**src/rtl/awmc_pkg.sv**
```systemverilog
// Shared definitions for the washing-machine water supply: arbiter states,
// machine stage codes and default arbiter timing constants.
package awmc_pkg;

    typedef enum logic [1:0] {
        ARB_IDLE  = 2'd0,
        ARB_GRANT = 2'd1,
        ARB_GUARD = 2'd2
    } arb_state_e;

    typedef enum logic [2:0] {
        STAGE_OFF   = 3'd0,
        STAGE_FILL  = 3'd1,
        STAGE_WASH  = 3'd2,
        STAGE_RINSE = 3'd3,
        STAGE_SPIN  = 3'd4,
        STAGE_DRAIN = 3'd5
    } stage_e;

    localparam int HOLD_MAX_DEF = 10;
    localparam int GUARD_DEF    = 2;

    // Controllers raise their inlet request only in the stages that draw water.
    function automatic logic stage_needs_water(input stage_e stage);
        return (stage == STAGE_FILL) || (stage == STAGE_WASH) || (stage == STAGE_RINSE);
    endfunction

endpackage

```
**src/rtl/rr_pick.sv**
```systemverilog
// Combinational round-robin picker: first set request bit at or after ptr,
// wrapping modulo N_MACH.
module rr_pick #(
    parameter  int N_MACH = 4,
    localparam int PW     = $clog2(N_MACH)
) (
    input  logic [N_MACH-1:0] req,
    input  logic [PW-1:0]     ptr,
    output logic [PW-1:0]     winner,
    output logic              valid
);

    localparam logic [PW:0] N_W = (PW+1)'(N_MACH);

    logic [PW:0] idx;

    // NOTE: every output and temporary gets a default before the loop so no latch is inferred.
    always_comb begin
        valid  = 1'b0;
        winner = '0;
        idx    = '0;
        // Scan from the far end so the candidate closest to ptr is written last and wins.
        for (int k = N_MACH - 1; k >= 0; k--) begin
            idx = {1'b0, ptr} + (PW+1)'(k);
            if (idx >= N_W) begin
                idx = idx - N_W;
            end
            if (req[idx[PW-1:0]]) begin
                valid  = 1'b1;
                winner = idx[PW-1:0];
            end
        end
    end

endmodule

```
**src/rtl/water_supply_arbiter.sv**
```systemverilog
// Round-robin owner of the shared mains inlet with a hold-time limit under
// contention, a valve-closing dead-band between owners and a global pause.
module water_supply_arbiter
    import awmc_pkg::*;
#(
    parameter int N_MACH   = 4,
    parameter int HOLD_MAX = HOLD_MAX_DEF,
    parameter int GUARD    = GUARD_DEF
) (
    input  logic              clk,
    input  logic              reset,
    input  logic [N_MACH-1:0] req,
    input  logic              pause,
    output logic [N_MACH-1:0] grant,
    output logic              valve_open,
    output logic [N_MACH-1:0] expired,
    output logic              busy
);

    localparam int PW = $clog2(N_MACH);
    localparam int HW = $clog2(HOLD_MAX + 1);
    localparam int GW = $clog2(GUARD + 1);

    localparam logic [PW-1:0] LAST_IDX   = PW'(N_MACH - 1);
    localparam logic [HW-1:0] HOLD_MAX_W = HW'(HOLD_MAX);
    localparam logic [GW-1:0] GUARD_W    = GW'(GUARD);

    arb_state_e        state;
    logic [PW-1:0]     owner;
    logic [PW-1:0]     ptr;
    logic [HW-1:0]     hold_cnt;
    logic [GW-1:0]     guard_cnt;

    logic [PW-1:0]     pick_idx;
    logic              pick_valid;
    logic [N_MACH-1:0] owner_oh;
    logic [N_MACH-1:0] pick_oh;
    logic [HW-1:0]     hold_inc;
    logic              rival;

    rr_pick #(.N_MACH(N_MACH)) u_pick (
        .req    (req),
        .ptr    (ptr),
        .winner (pick_idx),
        .valid  (pick_valid)
    );

    always_comb begin
        owner_oh = N_MACH'(1) << owner;
        pick_oh  = N_MACH'(1) << pick_idx;
        hold_inc = (hold_cnt == HOLD_MAX_W) ? hold_cnt : hold_cnt + HW'(1);
        rival    = |(req & ~owner_oh);
    end

    // NOTE: all state uses non-blocking assignments so every branch sees the pre-edge values.
    always_ff @(posedge clk) begin
        if (!reset) begin
            state      <= ARB_IDLE;
            owner      <= '0;
            ptr        <= '0;
            hold_cnt   <= '0;
            guard_cnt  <= '0;
            grant      <= '0;
            valve_open <= 1'b0;
            expired    <= '0;
        end else if (pause) begin
            // Valve shut, everything else frozen until the supply returns.
            grant      <= '0;
            valve_open <= 1'b0;
            expired    <= '0;
        end else begin
            grant      <= '0;
            valve_open <= 1'b0;
            expired    <= '0;
            case (state)
                ARB_IDLE: begin
                    if (pick_valid) begin
                        state      <= ARB_GRANT;
                        owner      <= pick_idx;
                        ptr        <= (pick_idx == LAST_IDX) ? '0 : pick_idx + PW'(1);
                        hold_cnt   <= '0;
                        grant      <= pick_oh;
                        valve_open <= 1'b1;
                    end
                end
                ARB_GRANT: begin
                    if (!req[owner]) begin
                        state     <= ARB_GUARD;
                        guard_cnt <= GUARD_W;
                    end else if (hold_inc == HOLD_MAX_W && rival) begin
                        state     <= ARB_GUARD;
                        guard_cnt <= GUARD_W;
                        expired   <= owner_oh;
                    end else begin
                        hold_cnt   <= hold_inc;
                        grant      <= owner_oh;
                        valve_open <= 1'b1;
                    end
                end
                ARB_GUARD: begin
                    if (guard_cnt <= GW'(1)) begin
                        state     <= ARB_IDLE;
                        guard_cnt <= '0;
                    end else begin
                        guard_cnt <= guard_cnt - GW'(1);
                    end
                end
                default: state <= ARB_IDLE;
            endcase
        end
    end

    assign busy = (state != ARB_IDLE);

endmodule

```
**config.mk**
```make
export PLATFORM = sky130hd
export DESIGN_NAME = water_supply_arbiter
export DESIGN_NICKNAME = d
export VERILOG_FILES = /design/src/rtl/awmc_pkg.sv /design/src/rtl/rr_pick.sv /design/src/rtl/water_supply_arbiter.sv
export SDC_FILE = /design/constraint.sdc
export NUM_CORES = 1
export LEC_CHECK = 0
export BUFFER_PORTS_ARGS = -buffer_cell sky130_fd_sc_hd__clkbuf_2
export CORE_MARGIN = 5
export CORE_UTILIZATION = 35
export DETAILED_ROUTE_END_ITERATION = 8
export GPL_TIMING_DRIVEN = 0
export MAX_ROUTING_LAYER = met4
export PLACE_DENSITY = 0.56
export SYNTH_ARGS = -nofsm -noshare
export SYNTH_HDL_FRONTEND = slang
export SYNTH_HIERARCHICAL = 1
export SYNTH_SLANG_ARGS = --single-unit
```
**constraint.sdc**
```tcl
create_clock -name clk -period 5.65 [get_ports clk]
set_input_delay 0 -clock clk [delete_from_list [all_inputs] [get_ports clk]]
set_output_delay 0 -clock clk [all_outputs]
set_load 0.01 [all_outputs]
```
# Word-level counts from Yosys, hierarchy flattened
# Cells that the tools add are included.
[word_totals]
reg_bits = 21
input_bits = 7
[classes]
n_lt_le_gt_ge = 10
shift = 2
n_eq_ne = 10
n_bitwise = 7
reduce_logical = 12
n_addsub = 10
n_mux = 43
[ops]
columns = ["op", "n"]
rows = [
  ["2-to-1 mux 2 bit", 14],
  ["2-to-1 mux 4 bit", 7],
  ["case mux 4 bit (2 select lines)", 2],
  ["less-than comparator 2 x 3 -> 1 bit (second input constant)", 5],
  ["2-to-1 mux 1 bit", 12],
  ["binary-select mux 1 bit (select 2 bit)", 5],
  ["subtractor 2 x 1 -> 2 bit (second input constant)", 5],
  [">= comparator 3 bit (second input constant)", 3],
  ["equality test 4 bit (second input constant)", 2],
  ["inequality test 2 bit (second input constant)", 4],
  ["left shift 1 x 2 -> 4 bit (first input constant)", 2],
  ["adder 2 x 2 -> 3 bit (second input constant)", 2],
  ["case mux 2 bit (3 select lines)", 1],
  ["AND reduction 3 bit", 2],
  ["nonzero test 2 bit", 3],
  ["inverter 1 bit", 5],
  ["AND reduction 5 bit", 1],
  ["OR reduction 5 bit", 1],
  ["adder 4 x 1 -> 4 bit (second input constant)", 1],
  ["bitwise AND 4 bit", 1],
  ["equality test 2 bit (second input constant)", 2],
  ["inverter 4 bit", 1],
  ["case mux 2 bit (2 select lines)", 1],
  ["AND reduction 4 bit", 1],
  ["11 further kinds", 11],
]

# Depth between registers and ports, before layout
[depth]
ltp_word = 12
depth_mapped = 9
ltp_nobuf = 8

# Cells and area by module
# The synthesis kept the hierarchy.
[by_module_without_submodules]
columns = ["mod", "cells_per_inst", "area_each_um2", "instances", "seq_area_each_um2"]
rows = [
  ["water_supply_arbiter", 136, 1184.9, 1, 420.4],
  ["rr_pick", 13, 77.6, 1, 0.0],
]

# Least setup slack after synthesis
# Ideal clock, no wire load.
[synth_path]
path_type = "register to register"
from = "register hold_cnt[0]"
to = "register guard_cnt[1]"
slack_ns = 3.510
path_buffers = 0
period_less_slack_ns = 2.140
stages_incl_launch_ff = 9
arrival_ns = 2.048
required_time_ns = 5.557
path_cell_list = "dfxtp_1 > inv_1 > ha_1 > nand3b_1 > a32o_1 > nor4b_4 > a21oi_2 > or3b_4 > o32ai_1"
[synth_via]
elab_chain_len = 6
elab_cells_between_ends = 7
[synth_rtl]
columns = ["item", "line", "source"]
rows = [
  ["from (decl)", "water_supply_arbiter.sv:31", "logic [HW-1:0] hold_cnt;"],
  ["from (signal assigned)", "water_supply_arbiter.sv:95", "hold_cnt <= hold_inc;"],
  ["adder 4 x 1 -> 4 bit / equality test 4 bit (equally long branches)", "water_supply_arbiter.sv:51", "hold_inc = (hold_cnt == HOLD_MAX_W) ? hold_cnt : hold_cnt + HW'(1);"],
  ["2-to-1 mux 4 bit *", "water_supply_arbiter.sv:51", ""],
  ["equality test 4 bit *", "water_supply_arbiter.sv:90", "end else if (hold_inc == HOLD_MAX_W && rival) begin"],
  ["logical AND 1 bit *", "water_supply_arbiter.sv:90", ""],
  ["inequality test 3 bit (no line) *", "n/a", ""],
  ["AND reduction 3 bit (no line) *", "n/a", ""],
  ["to (signal assigned)", "water_supply_arbiter.sv:105", "guard_cnt <= guard_cnt - GW'(1);"],
  ["to (decl)", "water_supply_arbiter.sv:32", "logic [GW-1:0] guard_cnt;"],
]
# Every way passes the cells marked *; elsewhere a longest branch is shown, timed or not.
# A chain may end at the register's enable or synchronous reset.

# Worst setup path after layout
# Ends and elaborated chain as after synthesis.

==> flow_summary.yaml <==
outcome:
  outcome: "finished, final reports clean"
setup_path:
  r2r_cells: 8
  rrSetupSlack_ps: 3210
  cp.arrival_ps: 2660
  critPathMaxFanout: 9
  worstPathRequired_ps: 5870
  timing.rr.end: "guard_cnt[1]"
  crit_type: "reg2reg"
  r2r-start: "hold_cnt[0]"
  end_kind: "register"
  start_kind: "register"
detailed_routing:
  wl_per_cell_microns: 12.5
  antenna_left: 0
  drc_errors: 0
  via_per_inst: 5.33
  routed_wl_microns: 2670
  via_count: 1140
  firstDrtPassIters: 4
  dr.first_iter.drc_count: 38
placed_design:
  globalplace.congestion: 0.844
  dpl_cell_area_sq_um: 1400
  hpwlAfterDp_microns: 2080
  dp_slack_ps: 3270
  io_buffers: 15
clocking:
  clock_latency_ps: 300
  cts_sinks: 21
  cts-root-buf: "clkbuf_4"
  clkTransAtPathRegs_ps: 120
  htreeDepth: 1
  cts_tree: "yes"
  postCtsHoldBufs: 0
  post_cts_resized: 0
  clk_path_buf_depth: 2
  cts_buffers: 3
  post_cts_buffers: 0
sta:
  period_minus_slack_ps: 2440
  max_slew_margin_pct: 54.9
  finalCritPeriodShare_pct: 43.2
  fin_ws_ps: 3210
  finalSetupViolations: 0
  finalClockSkew_ps: 1.19
  fin_tns_setup_ps: 0
  fmax_mhz: 409
  hold_violations: 0
  rsz0062_at_grt: "false"
  slew_violations: 0
  tightestPinTransition_ps: 669
cells_and_area:
  final_nets: 185
  fillCellCount: 353
  drive_above_1_share_pct: 19.6
  design_area_sq_um: 1420
  area_growth_pct: 12.6
  fin_util_pct: 41.6
  n_antenna_cell: 0
global_route:
  grt_pass1_vias: 1054
  grt_use_total_pct: 11.7
  grt.overflow.total: 0
  antenna_found_initial: 0
  grt_max_degree: 12
  grt_pass1_wl_microns: 4680
synthesis:
  synthCells: 149
  yosys.area_share.simple_pct: 28.1
  synth_top_cell_area_share_pct: 33.3
  ys_types: 43
  synth_edf_count: 0
  seq_area_frac_synth_pct: 33.3
  synthesis.area_sq_um: 1260
  synthXorXnorAreaFrac_pct: 0.694
  synth_commonest_cells: "21 x dfxtp_1, 18 x nand2_1, 16 x nor2_1, 15 x a21oi_1, 9 x ha_1"
  synthMostInstantiatedCell: "dfxtp_1"
  ys_ff_latch: 21
  avgSynthCellArea_sq_um: 8.47
  ys_warn_count: 6
  yosys_most_used_dff: "dfxtp_1"
  synth_top_family_by_area: "simple AND/OR/NAND/NOR gates"
  synth_fp_nets: 165
  ys_top_cells_by_area: "dfxtp_1 33%, ha_1 8.9%, a21oi_1 5.9%"
  async_flop_share_pct: 0
  synthMuxAreaShare_pct: 4.96
  synth_compound_area_share_pct: 19.4
  yosys.area.top_type: "dfxtp_1"
  synthAdderAreaFrac_pct: 8.92
die:
  core_sq_um: 3420
  start_util_pct: 37.0
  die_y_microns: 70.1
  rows: 21
  io_pins: 17
  die-area_sq_um: 4910
  die_w_microns: 70.1
hold_path:
  min_path_type: "in2reg"
  holdPathEnd: "guard_cnt[1]"
  worstHoldPathCells: 3
  min-delay-start: "pause"
power:
  irDropWorstVdd_uv: 56.0
  p_per_area_nw_per_um2: 220
  p_leak_nw: 0.564
job:
  drv_cap: 0
## critical path: stages (launching register included)
cell	delay, ps
dfxtp_1	370
inv_1	140
ha_1	210
nand3b_1	130
a32o_1	260
nor4b_4	420
a21oi_2	220
or3b_4	420
o32ai_1	210
## report_power, final
part / leakage [nW] / switching, mW / internal (mW)
registers: 0.171 / 0.00539 / 0.155
logic: 0.379 / 0.0457 / 0.0313
clock network: 0.0150 / 0.0467 / 0.0275
total: 0.564 / 0.0978 / 0.214
## final cells by class
| type | count | area, sq um | share of cell area [%] |
|---|---|---|---|
| plain buffers | 5 | 23.8 | 1.67 |
| clock buffers | 4 | 26.3 | 1.85 |
| inverters | 9 | 33.8 | 2.38 |
| multi-input cells | 114 | 785 | 55.2 |
| flip-flops and latches | 21 | 420 | 29.6 |
| well taps | 46 | 57.6 | 4.05 |
| repair buffers | 15 | 75.1 | 5.28 |
## flip-flops by register name, indices dropped and copies added, names as in the netlist
name        cells
guard_cnt       2
grant           4
hold_cnt        4
ptr             2
expired         4
state           2
owner           2
valve_open      1
## cell usage in the layout, fill, tap and decap left out, drive strengths merged, types with 4 or more instances in the layout
| cell type | instances |
|---|---|
| dfxtp | 21 |
| clkbuf | 21 |
| nand2 | 18 |
| nor2 | 16 |
| a21oi | 16 |
| ha | 9 |
| inv | 8 |
| nand3 | 6 |
| a211oi | 5 |
| nand2b | 4 |
| o21ai | 4 |
| mux2i | 4 |
## layer usage
metal	GRT usage, %	vias up	part of all wire [%]
li1	-	576	-
met4	4.47	0	1.5
met1	14.3	544	48
met5	-	-	0
met2	18.6	15	46
met3	3.01	5	4.0
## metrics by stage
step | std cells | hold WS, ps | power [mW]
2_1_floorplan | 149 | 168 | 0.220
3_3_place_gp | 210 | 346 | 0.240
3_5_place_dp | 210 | 363 | 0.241
4_1_cts | 214 | 29.3 | 0.317
5_1_grt | 214 | 72.2 | 0.330
6_report | 214 | 43.3 | 0.312
## logic make-up after synthesis
logic type                 count (synthesis)
and+or+nand+nor                           63
AOI/OAI and AO/OA                         36
DFF                                       21
buffers and inverters                     14
adders and majority gates                  9
muxes                                      5
xor gates and xnor gates                   1
## worst max-delay path by stage
stage | startpoint | endpoint | slack (ps) | depth (start not counted)
2_1_floorplan | hold_cnt[0] | guard_cnt[1] | 3510 | 8
3_3_place_gp | hold_cnt[0] | guard_cnt[1] | 3270 | 8
3_5_place_dp | hold_cnt[0] | guard_cnt[1] | 3270 | 8
4_1_cts | hold_cnt[0] | guard_cnt[1] | 3230 | 8
5_1_grt | hold_cnt[0] | guard_cnt[1] | 3060 | 8
6_report | hold_cnt[0] | guard_cnt[1] | 3210 | 8
(Power assumes the default switching activity.)
